`src/rtl/tmr_pkg.sv`:
```
// Shared definitions for the triplicated toggle decoder: lane indices,
// 2-of-3 majority and run-counter sizing.
package tmr_pkg;

  localparam int unsigned NUM_LANES = 3;
  localparam int unsigned LANE_A    = 0;
  localparam int unsigned LANE_B    = 1;
  localparam int unsigned LANE_C    = 2;

  typedef logic [NUM_LANES-1:0] lane_vec_t;

  function automatic logic maj3(input lane_vec_t v);
    return (v[0] & v[1]) | (v[0] & v[2]) | (v[1] & v[2]);
  endfunction

  // Width that can hold the value fault_len itself (counter saturates there).
  function automatic int unsigned run_cnt_w(input int unsigned fault_len);
    return $clog2(fault_len + 1);
  endfunction

endpackage

```
`src/rtl/toggle_decode_voter_if.sv`:
```
// Bundle of the toggle lanes, clear strobe, decoded pulse and health status.
interface toggle_decode_voter_if import tmr_pkg::*; #(
  parameter int unsigned CNT_W = 8
) ();

  logic             in_a;
  logic             in_b;
  logic             in_c;
  logic             clr_err;
  logic             pulse_out;
  logic             voted_state;
  lane_vec_t        lane_err;
  lane_vec_t        lane_fault;
  logic [CNT_W-1:0] err_cnt;

  modport master (
    output in_a, in_b, in_c, clr_err,
    input  pulse_out, voted_state, lane_err, lane_fault, err_cnt
  );

  modport slave (
    input  in_a, in_b, in_c, clr_err,
    output pulse_out, voted_state, lane_err, lane_fault, err_cnt
  );

endinterface

```
`src/rtl/tmr_lane_monitor.sv`:
```
// Per-lane health tracker: sticky disagreement flag plus a run counter that
// flags a lane as faulty after FAULT_LEN consecutive disagreements.
module tmr_lane_monitor import tmr_pkg::*; #(
  parameter int unsigned FAULT_LEN = 4
) (
  input  logic clk,
  input  logic rst,
  input  logic lane_i,
  input  logic maj_i,
  input  logic clr_err_i,
  output logic lane_err_o,
  output logic lane_fault_o
);

  localparam int unsigned      RUN_W   = run_cnt_w(FAULT_LEN);
  localparam logic [RUN_W-1:0] RUN_MAX = RUN_W'(FAULT_LEN);

  logic [RUN_W-1:0] run_q, run_d;
  logic             err_q, err_d;
  logic             fault_q, fault_d;
  logic             disagree_c;

  assign disagree_c = lane_i ^ maj_i;

  always_comb begin
    run_d   = run_q;
    err_d   = err_q;
    fault_d = fault_q;
    if (clr_err_i) begin
      run_d   = '0;
      err_d   = 1'b0;
      fault_d = 1'b0;
    end else if (disagree_c) begin
      err_d = 1'b1;
      if (run_q != RUN_MAX) begin
        run_d = run_q + RUN_W'(1);
      end
      if (run_d == RUN_MAX) begin
        fault_d = 1'b1;
      end
    end else begin
      run_d = '0;
    end
  end

  always_ff @(posedge clk or posedge rst) begin
    if (rst) begin
      run_q   <= '0;
      err_q   <= 1'b0;
      fault_q <= 1'b0;
    end else begin
      run_q   <= run_d;
      err_q   <= err_d;
      fault_q <= fault_d;
    end
  end

  assign lane_err_o   = err_q;
  assign lane_fault_o = fault_q;

endmodule

```
`src/rtl/toggle_decode_voter.sv`:
```
// Receive side of the triplicated toggle encoder: registers and votes the
// three lanes, turns voted toggles back into pulses and reports lane health.
module toggle_decode_voter import tmr_pkg::*; #(
  parameter int unsigned CNT_W     = 8,
  parameter int unsigned FAULT_LEN = 4
) (
  input  logic                    clk,
  input  logic                    rst,
  toggle_decode_voter_if.slave    bus
);

  localparam logic [CNT_W-1:0] CNT_MAX = '1;

  lane_vec_t        in_q, in_d;
  logic             voted_q, voted_d;
  logic             pulse_q, pulse_d;
  logic             ld1_q, ld1_d;
  logic             ld2_q, ld2_d;
  logic [CNT_W-1:0] cnt_q, cnt_d;
  logic             maj_c;
  lane_vec_t        mis_c;
  lane_vec_t        lane_err_w;
  lane_vec_t        lane_fault_w;

  assign maj_c = maj3(in_q);
  assign mis_c = in_q ^ {NUM_LANES{maj_c}};

  // ld1/ld2 mark the input and vote stages as holding real samples; a pulse
  // is only decoded once the vote stage has a predecessor to compare with,
  // so an encoder powering up at 1 does not produce a spurious pulse.
  always_comb begin
    in_d         = '0;
    in_d[LANE_A] = bus.in_a;
    in_d[LANE_B] = bus.in_b;
    in_d[LANE_C] = bus.in_c;
    ld1_d        = 1'b1;
    ld2_d        = ld1_q;
    voted_d      = maj_c;
    pulse_d      = ld2_q & (maj_c ^ voted_q);
    cnt_d        = cnt_q;
    if (bus.clr_err) begin
      cnt_d = '0;
    end else if ((|mis_c) && (cnt_q != CNT_MAX)) begin
      cnt_d = cnt_q + CNT_W'(1);
    end
  end

  always_ff @(posedge clk or posedge rst) begin
    if (rst) begin
      in_q    <= '0;
      voted_q <= 1'b0;
      pulse_q <= 1'b0;
      ld1_q   <= 1'b0;
      ld2_q   <= 1'b0;
      cnt_q   <= '0;
    end else begin
      in_q    <= in_d;
      voted_q <= voted_d;
      pulse_q <= pulse_d;
      ld1_q   <= ld1_d;
      ld2_q   <= ld2_d;
      cnt_q   <= cnt_d;
    end
  end

  // Faulty lanes keep voting; the monitors only report status.
  for (genvar i = 0; i < NUM_LANES; i++) begin : g_lane
    tmr_lane_monitor #(
      .FAULT_LEN (FAULT_LEN)
    ) u_mon (
      .clk          (clk),
      .rst          (rst),
      .lane_i       (in_q[i]),
      .maj_i        (maj_c),
      .clr_err_i    (bus.clr_err),
      .lane_err_o   (lane_err_w[i]),
      .lane_fault_o (lane_fault_w[i])
    );
  end

  assign bus.pulse_out   = pulse_q;
  assign bus.voted_state = voted_q;
  assign bus.lane_err    = lane_err_w;
  assign bus.lane_fault  = lane_fault_w;
  assign bus.err_cnt     = cnt_q;

endmodule

```
`src/flat_wrapper.sv`:
```
// flat-port wrapper written by rule: the top's interface ports become plain ports
module toggle_decode_voter_flat import tmr_pkg::*;
#(
  parameter int unsigned CNT_W     = 8,
  parameter int unsigned FAULT_LEN = 4
)
  (clk, rst, bus_in_a, bus_in_b, bus_in_c, bus_clr_err, bus_pulse_out, bus_voted_state, bus_lane_err, bus_lane_fault, bus_err_cnt);
  toggle_decode_voter_if #(.CNT_W(CNT_W)) bus_i ();
  input  logic clk;
  input  logic rst;
  input wire logic [$bits(bus_i.in_a)-1:0] bus_in_a;
  input wire logic [$bits(bus_i.in_b)-1:0] bus_in_b;
  input wire logic [$bits(bus_i.in_c)-1:0] bus_in_c;
  input wire logic [$bits(bus_i.clr_err)-1:0] bus_clr_err;
  output wire logic [$bits(bus_i.pulse_out)-1:0] bus_pulse_out;
  output wire logic [$bits(bus_i.voted_state)-1:0] bus_voted_state;
  output wire logic [$bits(bus_i.lane_err)-1:0] bus_lane_err;
  output wire logic [$bits(bus_i.lane_fault)-1:0] bus_lane_fault;
  output wire logic [$bits(bus_i.err_cnt)-1:0] bus_err_cnt;
  assign bus_i.in_a = bus_in_a;
  assign bus_i.in_b = bus_in_b;
  assign bus_i.in_c = bus_in_c;
  assign bus_i.clr_err = bus_clr_err;
  assign bus_pulse_out = bus_i.pulse_out;
  assign bus_voted_state = bus_i.voted_state;
  assign bus_lane_err = bus_i.lane_err;
  assign bus_lane_fault = bus_i.lane_fault;
  assign bus_err_cnt = bus_i.err_cnt;
  toggle_decode_voter #(.CNT_W(CNT_W), .FAULT_LEN(FAULT_LEN)) u_core (.clk(clk), .rst(rst), .bus(bus_i));
endmodule
```
`config.mk`:
```
export PLATFORM = sky130hd
export DESIGN_NAME = toggle_decode_voter_flat
export DESIGN_NICKNAME = d
export VERILOG_FILES = /design/src/rtl/tmr_pkg.sv /design/src/rtl/toggle_decode_voter_if.sv /design/src/rtl/tmr_lane_monitor.sv /design/src/rtl/toggle_decode_voter.sv /design/src/flat_wrapper.sv
export SDC_FILE = /design/constraint.sdc
export NUM_CORES = 1
export LEC_CHECK = 0
export BUFFER_PORTS_ARGS = -buffer_cell sky130_fd_sc_hd__buf_2
export CAP_MARGIN = 20
export CORE_UTILIZATION = 55
export CTS_CLUSTER_SIZE = 25
export DETAILED_ROUTE_END_ITERATION = 8
export PLACE_DENSITY_LB_ADDON = 0.3
export SYNTH_ARGS = -nofsm -noshare
export SYNTH_HDL_FRONTEND = slang
export SYNTH_SLANG_ARGS = --single-unit
```
`constraint.sdc`:
```
create_clock -name clk -period 2.2 [get_ports clk]
set_clock_uncertainty 0.1 [all_clocks]
set_input_delay 0.22 -clock clk [delete_from_list [all_inputs] [get_ports clk]]
set_output_delay 0.22 -clock clk [all_outputs]
set_load 0.05 [all_outputs]
```
# --- Word level (Yosys, flattened, before mapping) ---
# Cells that the tools add are included.
word_totals:
  regBits: 30
  out_inout_bits: 16
  word_cells: 81
op_classes:
  n_addsub: 4
  eq_ne: 7
  n_mux: 32
  n_bitwise: 11
  reduce_logical: 12
ops:
  columns: ["operator", "count"]
  rows:
  - ["$mux W3", 15]
  - ["$mux W8", 2]
  - ["$mux W1", 15]
  - ["$reduce_bool A2 Y1", 7]
  - ["$add A3 B1 Y3 const B", 3]
  - ["$eq A3 B3 Y1 const B", 3]
  - ["$ne A3 B3 Y1 const B", 3]
  - ["$add A8 B1 Y8 const B", 1]
  - ["$ne A8 B8 Y1 const B", 1]
  - ["$reduce_and A2 Y1", 3]
  - ["$and A1 B1 Y1", 4]
  - ["$xor A1 B1 Y1", 4]
  - ["$reduce_or A3 Y1", 1]
  - ["$xor A3 B3 Y3", 1]
  - ["$or A1 B1 Y1", 2]
  - ["$logic_and A1 B1 Y1", 1]

# --- Longest topological paths before layout ---
depth:
  word_depth: 10
  depth_mapped: 6
  mapped_depth_nobuf: 6

# --- Hierarchy ---
# From an unflattened synthesis, not the netlist that was laid out.
unflattened:
  hier_cells: 143
  area_unflattened_um2: 1487.7
modules_own_cells:
  columns: ["module", "n_inst", "cells_each", "area_each_um2"]
  rows:
  - ["toggle_decode_voter", 1, 66, 725.7]
  - ["tmr_lane_monitor (u_core.g_lane[1].u_mon ...)", 2, 27, 256.5]
  - ["tmr_lane_monitor (u_core.g_lane[0].u_mon)", 1, 23, 249.0]

# --- Least setup slack after synthesis ---
# No wires, ideal clock.
synth_path:
  path_type: "reg2reg"
  startpoint: "reg u_core.in_q[1]"
  endpoint: "reg u_core.cnt_q[5] (netlist: u_core.bus.err_cnt[5])"
  setup_time_ps: 128
  t_arrival_ps: 1815
  t_required_ps: 1972
  setup_slack_ps: 157
  path_stages_with_launch: 6
  path_buffers: 0
  period_less_slack_ps: 2043
  path_cell_list: "dfrtp_1 ha_1 nor4b_4 nor3_2 nor4_1 mux2_1"
synth_via:
  elab_chain_cells: 7
  word_cells_on_any_way: 8
synth_lines:
  columns: ["item", "line_no", "rtl"]
  rows:
  - ["start, declared", "toggle_decode_voter.sv:14", "lane_vec_t in_q, in_d;"]
  - ["start signal, assigned", "toggle_decode_voter.sv:57", "in_q <= in_d;"]
  - ["$and A1 B1 Y1", "tmr_pkg.sv:13", "return (v[0] & v[1]) | (v[0] & v[2]) | (v[1] & v[2]);"]
  - ["$or A1 B1 Y1 (2 in series)", "tmr_pkg.sv:13", null]
  - ["$xor A3 B3 Y3 (*)", "toggle_decode_voter.sv:26", "assign mis_c = in_q ^ {NUM_LANES{maj_c}};"]
  - ["$reduce_or A3 Y1 (*)", "toggle_decode_voter.sv:43", "end else if ((|mis_c) && (cnt_q != CNT_MAX)) begin"]
  - ["$logic_and A1 B1 Y1 (*)", "toggle_decode_voter.sv:43", null]
  - ["$reduce_bool A2 Y1 (no source line) (*)", null, null]
  - ["end signal, assigned", "toggle_decode_voter.sv:62", "cnt_q <= cnt_d;"]
  - ["end, declared", "toggle_decode_voter.sv:19", "logic [CNT_W-1:0] cnt_q, cnt_d;"]
# Mark *: on every way between the ends. The rest lies on a longest branch, timed or not.
# A chain may end at the register's enable or synchronous reset.

# --- Worst setup path after layout ---
# Ends and elaborated chain as after synthesis.

==> run metrics <==
Async SR Flop Fraction 100.0%; synth unique cells 36; die height approximately 55 um; min Tclk post-route 2.022 ns; GRT overflow 0; Post-synth EDFFs 0; clock tree root buffer cell clkbuf_4; fillcell total roughly 210; RSZ-0062 raised after global routing no; pin count of the biggest net entering global routing 31; first-pass GRT wire length 4581 um; Seq/Total Area, Yosys ~50%; CTS Buf Count 5; hold crit path type input port to flop; Worst Tran Pin Value approximately 0.53 ns; WL per Instance ~13 um; I/O pin cnt 22; MaxCap Viol Count 0; ys flop type dfrtp_1; drc violations 0; Hold Fails Final Rpt 0; Slew HR around 64%; buffers and inverters on the worst path 0; Post-CTS Setup Inserts 0; H-tree depth 2; crit path cell chain ha_1 -> nor4b_4 -> nor3_2 -> nor4_1 -> mux2_1; cell family with the largest share of critical-path delay simple AND/OR/NAND/NOR gates; Setup CP Type flop to flop; final period utilization about nine tenths; placed wire-length estimate between 2000 and 2500 um; total chip power between 1000 and 1500 uW; Pre-antenna DRT Iters 4; RD Place Congestion slightly below 0.8; syn nets between 150 and 200; Slowest cell on crit path dfrtp_1; crit end category flop; initial core utilization around three fifths; vias in the first global route 1098; worst-skew pair later-pin latency between 0.3 and 0.4 ns; Finish-stage setup viols 0; initial antenna violation count 0; Leakage around 0.00080 uW; Syn Area/Cell 9.928 sq um; CP Max Fanout 10; via count 1202; antenna cells 0; CTS Buffer Depth 2; layout cells sized above 1 19.13%; Pwr Density about 640 nW/um^2; status complete, no violations; Post-Route WL about 2800 um; total track usage between 20% and 30%; PortBufs 21; Initial DRC Count 17; Multi-input gate area roughly 670 sq um; via/cell ratio around 5.6; commonest non-fill, non-tap cell in the layout dfrtp_1; Clock Sinks 30; clock slew at reported path FFs approximately 0.090 ns; area grow syn2layout 14.40%; setup TNS 0 ns; startpoint types flop; Die X ~55 um; #FFs+latches synth 30; CTS hold repair buffers 4; Layout Cells excl Fill between 200 and 250; commonest cells after routing, fill and taps aside dfrtp_1 (30), buf_2 (21), inv_1 (16); f_max slightly below 500 MHz; clock tree from TritonCTS done; Pins Over Slew Limit 0; Syn Inst Count about 150; Syn Std Cell Area 1529 sq um; register area 750.7 sq um; crit path DAT 2.13 ns; worst path required time approximately 2.3 ns; Max stage delay on crit path 0.38 ns; Nets between 150 and 200; Post-Route Utilization ~70%; Synthesis Warnings 0; Inst Count DP between 200 and 250; Max VDD drop 0.4449 mV; post-CTS sizing 0; full die area approximately 3000 sq um; # rows 18; core area 2545 sq um; post-route antenna net violation count 0
## report_power, final
group	internal (uW)	switching (uW)	total, uW
Combinational	56.7	120	177
Sequential	575	21.6	597
Clock	155	186	341
Total	787	328	1110
## state kept, by name, indices dropped and copies added (netlist names)
| name | cells |
|---|---|
| u_core.bus.err_cnt | 8 |
| u_core.bus.pulse_out | 1 |
| u_core.bus.voted_state | 1 |
| u_core.g_lane.u_mon.lane_err_o | 3 |
| u_core.g_lane.u_mon.lane_fault_o | 3 |
| u_core.g_lane.u_mon.run_q | 9 |
| u_core.in_q | 3 |
| u_core.ld1_q | 1 |
| u_core.ld2_q | 1 |
## area by class of cell
class                   instances  area share (%)
clock buffers                   7           3.147
clock inverters                 1          0.2861
inverters                      16           3.433
multi-input cells             100           38.05
flip-flops and latches         30           42.92
well taps                      30           2.146
repair buffers                 29           10.01
## metrics by stage
stage / setup WS [ns] / area (sq um) / hold slack [ns]
floorplan: 0.1570 / 1529 / 0.1514
global placement: 0.2263 / 1649 / 0.2032
detailed placement: 0.1639 / 1649 / 0.2103
CTS: 0.1502 / 1749 / 0.2214
global route: 0.01140 / 1749 / 0.2337
finish: 0.1784 / 1749 / 0.2139
## per-layer routing
metal	GRT usage (%)	vias up	part of all wire, %
met1	25.09	580	42
met4	11.97	0	2.3
li1	-	589	-
met3	6.111	7	3.7
met2	37.95	26	52
met5	0	-	0
## synthesized netlist by cell type, types with 4 or more instances
library cell  instances  area, sq um
dfrtp_1              30        750.7
nand2_1              10        37.54
nor2_1               14        52.55
nand3_1               7        35.03
o21ai_0               7        35.03
buf_4                 6        45.04
nor3_1                5        25.02
a21oi_1               6        30.03
o32ai_1               4        35.03
ha_1                  8        100.1
inv_1                16        60.06
## worst reg2reg max path, stage by stage (launching register included)
cell,delay (ns)
dfrtp_1,0.38
ha_1,0.28
nor4b_4,0.34
nor3_2,0.15
nor4_1,0.33
mux2_1,0.35
## cells by family (layout without fill, tap and decap cells)
group,count (synthesis),in the layout,share of synthesized area [%]
compound gates,28,28,12.27
simple gates,56,56,19.97
fa+ha+maj,8,8,6.547
mux,3,3,2.209
other cells,1,1,0.2453
flops,30,30,49.10
xor+xnor,4,4,2.292
buf+inv,24,53,7.364
## final timing paths
kind                                startpoint  slack [ns]  depth (start not counted)                                 to
worst max-delay path            u_core.in_q[1]        0.18                          5              u_core.bus.err_cnt[5]
worst min-delay path               bus_clr_err        0.21                          2  u_core.g_lane[2].u_mon.lane_err_o
worst max register to register  u_core.in_q[1]        0.18                          5              u_core.bus.err_cnt[5]
worst min register to register    u_core.ld1_q        0.27                          0                       u_core.ld2_q
max in group asynchronous                  rst        1.32                          4    u_core.g_lane[2].u_mon.run_q[1]
min in group asynchronous                  rst        0.39                          4  u_core.g_lane[0].u_mon.lane_err_o
No activity file was read; power rests on OpenSTA's default activity.
